**config.mk**
```make
export PLATFORM = sky130hd
export DESIGN_NAME = maquina_vend_seq
export DESIGN_NICKNAME = d
export VERILOG_FILES = /design/src/rtl/maquina_pkg.sv /design/src/rtl/maquina_edge_sync.sv /design/src/rtl/maquina_vend_seq.sv
export SDC_FILE = /design/constraint.sdc
export NUM_CORES = 1
export LEC_CHECK = 0
export CAP_MARGIN = 20
export CORE_MARGIN = 2
export CORE_UTILIZATION = 30
export CTS_CLUSTER_SIZE = 40
export DETAILED_ROUTE_END_ITERATION = 10
export GPL_TIMING_DRIVEN = 0
export PLACE_DENSITY_LB_ADDON = 0.2
export SLEW_MARGIN = 20
export SYNTH_ARGS = -nofsm -noshare
export SYNTH_HDL_FRONTEND = slang
export SYNTH_HIERARCHICAL = 1
export SYNTH_SLANG_ARGS = --single-unit
```
**constraint.sdc**
```tcl
create_clock -name clk -period 2.45 [get_ports clk]
set_input_delay 0.49 -clock clk [delete_from_list [all_inputs] [get_ports clk]]
set_output_delay 0.49 -clock clk [all_outputs]
set_load 0.005 [all_outputs]
```
**src/rtl/maquina_pkg.sv**
```systemverilog
// maquina_pkg: shared state encoding and constants for the vending sequencer
package maquina_pkg;
  typedef enum logic [2:0] {IDLE, VEND, GAP_V, CHANGE, GAP_C} state_t;
  localparam int COIN_N_VAL = 1;
  localparam int COIN_D_VAL = 2;
  localparam int PRICE_N_DEF = 3;
  localparam int CREDIT_MAX_DEF = 6;
endpackage

```
**src/rtl/maquina_edge_sync.sv**
```systemverilog
// maquina_edge_sync: 2-FF synchronizer plus registered rising-edge detector
// Ports: clk, rst (async, active high), din (raw level), evt (1-cycle event, 3 cycles after din rises)
module maquina_edge_sync (
  input  logic clk,
  input  logic rst,
  input  logic din,
  output logic evt
);
  logic [2:0] sh;
  logic [2:0] vld;
  // vld masks edges until the history stage holds a real sample, so a level
  // already high when reset releases is not mistaken for a fresh edge
  always_ff @(posedge clk or posedge rst)
    if (rst) begin
      sh <= '0;
      vld <= '0;
      evt <= 1'b0;
    end else begin
      sh <= {sh[1:0], din};
      vld <= {vld[1:0], 1'b1};
      evt <= sh[1] & ~sh[2] & vld[2];
    end
endmodule

```
**src/rtl/maquina_vend_seq.sv**
```systemverilog
// maquina_vend_seq: vending credit counter and serialized product/change pulse sequencer
// Ports: clk, rst (async, active high); coin_n_i, coin_d_i, buy_i, refund_i (raw levels);
//        prod_o, nickel_o (actuator pulses), ret_o (change/refund in progress),
//        reject_o (1-cycle coin reject), busy_o (not IDLE), credit_o (nickels held)
module maquina_vend_seq
  import maquina_pkg::*;
#(
  parameter int PRICE_N = PRICE_N_DEF,
  parameter int CREDIT_MAX = CREDIT_MAX_DEF,
  parameter int PULSE_CYC = 4,
  parameter int GAP_CYC = 2
) (
  input  logic       clk,
  input  logic       rst,
  input  logic       coin_n_i,
  input  logic       coin_d_i,
  input  logic       buy_i,
  input  logic       refund_i,
  output logic       prod_o,
  output logic       nickel_o,
  output logic       ret_o,
  output logic       reject_o,
  output logic       busy_o,
  output logic [2:0] credit_o
);
  localparam int TW = $clog2((PULSE_CYC > GAP_CYC ? PULSE_CYC : GAP_CYC) + 1);
  localparam logic [TW-1:0] T_PULSE = TW'(PULSE_CYC - 1);
  localparam logic [TW-1:0] T_GAP = TW'(GAP_CYC - 1);
  localparam logic [3:0] CMAX = 4'(CREDIT_MAX);
  localparam logic [2:0] PRICE = 3'(PRICE_N);
  state_t state, state_nxt;
  logic [TW-1:0] tmr, tmr_nxt;
  logic [2:0] credit_nxt;
  logic rej_nxt, ev_n, ev_d, ev_b, ev_r, coin_ev, tmr_done;
  logic [1:0] coin;
  logic [3:0] sum;
  maquina_edge_sync u_sync_n (.clk(clk), .rst(rst), .din(coin_n_i), .evt(ev_n));
  maquina_edge_sync u_sync_d (.clk(clk), .rst(rst), .din(coin_d_i), .evt(ev_d));
  maquina_edge_sync u_sync_b (.clk(clk), .rst(rst), .din(buy_i), .evt(ev_b));
  maquina_edge_sync u_sync_r (.clk(clk), .rst(rst), .din(refund_i), .evt(ev_r));
  assign coin = (ev_n ? 2'(COIN_N_VAL) : 2'd0) + (ev_d ? 2'(COIN_D_VAL) : 2'd0);
  assign coin_ev = ev_n | ev_d;
  assign sum = {1'b0, credit_o} + {2'b0, coin};
  assign tmr_done = tmr == '0;
  always_comb begin
    state_nxt = state;
    credit_nxt = credit_o;
    rej_nxt = 1'b0;
    case (state)
      IDLE:
        if (coin_ev) begin
          rej_nxt = sum > CMAX;
          credit_nxt = sum > CMAX ? credit_o : sum[2:0];
        end else if (ev_b && credit_o >= PRICE) begin
          credit_nxt = credit_o - PRICE;
          state_nxt = VEND;
        end else if (ev_r && credit_o != 3'd0)
          state_nxt = CHANGE;
      VEND:   state_nxt = tmr_done ? GAP_V : VEND;
      GAP_V:  state_nxt = !tmr_done ? GAP_V : credit_o != 3'd0 ? CHANGE : IDLE;
      CHANGE:
        if (tmr_done) begin
          state_nxt = GAP_C;
          credit_nxt = credit_o - 3'd1;
        end
      GAP_C:  state_nxt = !tmr_done ? GAP_C : credit_o != 3'd0 ? CHANGE : IDLE;
      default: state_nxt = IDLE;
    endcase
    if (state != IDLE && coin_ev) rej_nxt = 1'b1;
    // one shared timer, reloaded whenever a new state is entered
    tmr_nxt = state_nxt != state ? (state_nxt inside {VEND, CHANGE} ? T_PULSE : T_GAP)
                                 : (tmr_done ? tmr : tmr - 1'b1);
  end
  always_ff @(posedge clk or posedge rst)
    if (rst) begin
      state <= IDLE;
      tmr <= '0;
      credit_o <= '0;
      prod_o <= 1'b0;
      nickel_o <= 1'b0;
      ret_o <= 1'b0;
      reject_o <= 1'b0;
      busy_o <= 1'b0;
    end else begin
      state <= state_nxt;
      tmr <= tmr_nxt;
      credit_o <= credit_nxt;
      reject_o <= rej_nxt;
      prod_o <= state_nxt == VEND;
      nickel_o <= state_nxt == CHANGE;
      ret_o <= state_nxt inside {CHANGE, GAP_C};
      busy_o <= state_nxt != IDLE;
    end
endmodule

```
==> Flow_metrics.wiki <==
{| class="wikitable"
! Metric !! Value
|-
| Run status || finished clean
|-
| Slew HR || 0.6162
|-
| Final count of pins violating max slew || 0
|-
| Share of the clock period used by the worst path after layout || 0.9757
|-
| Actual transition at the worst max-transition pin || 0.5751 ns
|-
| CTS tree || yes
|-
| Sort of element at the end of the critical path || flip-flop
|-
| Count of port buffers added during placement || 13
|-
| Primary FF master, synth || dfrtp_1
|-
| Proportion of netlist area held by the largest area contributor || 0.5850
|-
| Most frequent cells after synthesis || dfrtp_1, inv_1, nor2_1
|-
| Final hold violations || 0
|-
| Top area cells in the synthesized netlist || dfrtp_1, ha_1, and3b_1
|-
| Non-filler cells, final || 252
|-
| Via count of the first global-routing pass || 1192
|-
| Routed wire length || 3.040 mm
|-
| Pin count of the biggest net entering global routing || 15
|-
| Path type of the worst setup path || flip-flop to flip-flop
|-
| First-pass iteration count of the detailed router || 4
|-
| Post-Synthesis Cell Area || 1797 um2
|-
| Initial core utilization || 0.3071
|-
| Antenna Nets Post-Route || 0
|-
| Req. time, crit path || 2.66 ns
|-
| Synthesized Nets || 167
|-
| # clock sinks || 42
|-
| Post-Place Worst Slack || -0.06069 ns
|-
| Placeable core area || 5851 um2
|-
| Routability congestion estimate || 0.9020
|-
| Count of synthesis-stage warnings from yosys || 6
|-
| Largest clock skew in the final design || 0.007174 ns
|-
| Total power after layout || 2.518 mW
|-
| First-pass GRT wire length || 5.375 mm
|-
| Number of remaining DRC errors || 0
|-
| Post-cts hold buffer count || 0
|-
| CP max FO || 7
|-
| Final worst path period need || 2.390 ns
|-
| Routed length per placed instance || 12.06 um
|-
| Utilization after layout || 0.3702
|-
| I/O Pins || 14
|-
| Worst skew pair latency || 0.29 ns
|-
| Antenna diodes || 0
|-
| Worst hold-check slack || 0.3499 ns
|-
| Leading area contributor after synthesis || dfrtp_1
|-
| Overall routing resource usage || 0.1090
|-
| Fraction of the yosys area taken by sequential cells || 0.5850
|-
| H-tree level count || 2
|-
| Sum of net half-perimeters after detailed placement || 2.219 mm
|-
| Count of routing violations after the opening detailed-route iteration || 54
|-
| Power density over cell area || 1163 nW/um2
|-
| Largest buffer count on any clock path || 2
|-
| Aggregate global routing overflow || 0
|-
| Placed Instances || 240
|-
| FFs w/ async S/R, synth || 1.000
|-
| Instance count of the mapped netlist || 152
|-
| Layout cells sized above 1 || 0.1412
|-
| Syn Area/Cell || 11.82 um2
|-
| Syn-to-layout area delta || 20.54%
|-
| Vias after detailed routing || 1177
|-
| Post-route setup slack || 0.05950 ns
|-
| Height of the die || 81.39 um
|-
| Unique cell type count in the Yosys netlist || 44
|-
| Clock input transition at the sequential cells of the worst setup and hold paths || 0.08 ns
|-
| NumNets Final || 191
|-
| Width of the die || 81.39 um
|-
| Number of flip-flops and latches in the synthesized netlist || 42
|-
| Startpoint Class || flip-flop
|-
| Initial antenna violation count || 0
|-
| Lkg Pwr || 1.003 nW
|-
| Site Rows || 28
|-
| Type of the tightest min-delay check || flip-flop to flip-flop
|-
| Number of buffers inserted during clock tree synthesis || 5
|-
| Number of max-cap violations || 0
|-
| Root buffer cell || clkbuf_8
|-
| Critical Path AT || 2.60 ns
|-
| Ratio of routed vias to standard cells || 4.671
|-
| VDD IR-drop max || 0.0003931 V
|-
| Most frequent cell after synthesis || dfrtp_1
|-
| Final setup fails || 0
|-
| Floorplan die area || 6624 um2
|-
| Top achievable clock speed || 0.4183 GHz
|-
| Count of flip-flops with a built-in enable after synthesis || 0
|}
-- kinds of logic after synthesis --
logic type      Yosys count  synth area share
simple gates             51            0.1574
flops                    42            0.5850
compound gates           24            0.1128
buf+inv                  16           0.03691
fa+ha+maj                 9           0.06686
other cells               4          0.008354
xor+xnor                  3           0.01463
mux                       3           0.01811
-- path summary, 6_finish.rpt --
kind	from	slack, ns	cells past startpoint	end
min	u_sync_n/vld[1]	0.35	0	u_sync_n/vld[2]
min in group asynchronous	rst	0.59	2	u_sync_r/evt
max in group asynchronous	rst	1.31	2	credit_o[0]
max	credit_o[0]	0.06	7	tmr[1]
min reg2reg	u_sync_n/vld[1]	0.35	0	u_sync_n/vld[2]
max reg2reg	credit_o[0]	0.06	7	tmr[1]
-- registers in the layout, summed over array words and instances (netlist names) --
name and cells:
state 3, nickel_o 1, credit_o 3, u_sync_n/sh 3, tmr 3, u_sync_r/sh 3, reject_o 1, u_sync_d/evt 1
u_sync_d/sh 3, u_sync_b/evt 1, prod_o 1, busy_o 1, u_sync_d/vld 3, ret_o 1, u_sync_r/evt 1, u_sync_b/sh 3
u_sync_n/evt 1, u_sync_n/vld 3, u_sync_r/vld 3, u_sync_b/vld 3
-- repair_timing --
action / CTS / global route
setup endpoints to repair: 2 / 4
pin swaps: 1 / 3
buffers inserted: 0 / 4
resized for setup: 2 / 6
-- placed cells by master, fill, tap and decap left out, types with 2 or more instances in the layout --
master	synthesis	layout
nor2_1	11	11
nand3_1	2	2
o21ai_0	3	3
dfrtp_1	42	39
dfrtp_2	0	3
nor4_1	2	2
nor3_1	4	4
nor3b_1	3	3
ha_2	0	2
or4_1	2	2
conb_1	4	4
and3b_1	5	5
a21oi_1	5	5
xnor2_1	3	3
nor2b_1	4	4
ha_1	8	6
clkdlybuf4s50_1	0	13
buf_4	1	5
buf_2	2	2
inv_1	11	11
a211o_1	3	3
clkbuf_8	0	5
nand2_1	10	10
nand2b_1	2	2
clkbuf_1	2	3
-- cell type report --
class	instances	area (um2)
clock inverters	2	13.76
well taps	75	93.84
fillers	581	3685
repair buffers	17	160.2
flip-flops and latches	42	1055
clock buffers	6	72.57
plain buffers	5	25.02
inverters	11	41.29
multi-input cells	94	704.4
-- layer usage --
metal | track usage | vias to the layer above | routed length (um)
li1 | - | 564 | -
met1 | 0.1396 | 597 | 1405
met2 | 0.1607 | 12 | 1522
met3 | 0.03556 | 4 | 64
met4 | 0.06271 | 0 | 48
met5 | 0 | - | 0
-- power breakdown --
part | leakage [nW] | switching [mW] | total, mW | internal, mW
Clock | 0.0452 | 0.229 | 0.430 | 0.201
Combinational | 0.451 | 0.591 | 1.19 | 0.601
Sequential | 0.507 | 0.0767 | 0.896 | 0.820
-- stage by stage --
step                      setup TNS (ns)  instance area [um2]
after floorplan                        0                 1797
after global placement          -0.05050                 2021
after detailed placement        -0.09745                 2021
after CTS                       -0.01094                 2117
after global routing           -0.009696                 2166
final                                  0                 2166
-- worst max-delay path: stages, from the launching register on --
cell and delay (ns):
dfrtp_2 0.46, ha_2 0.20, ha_1 0.17, a211o_1 0.28, a2111o_1 0.48, o221ai_4 0.25, mux2_4 0.33, a32oi_1 0.15
(Power assumes the default switching activity.)
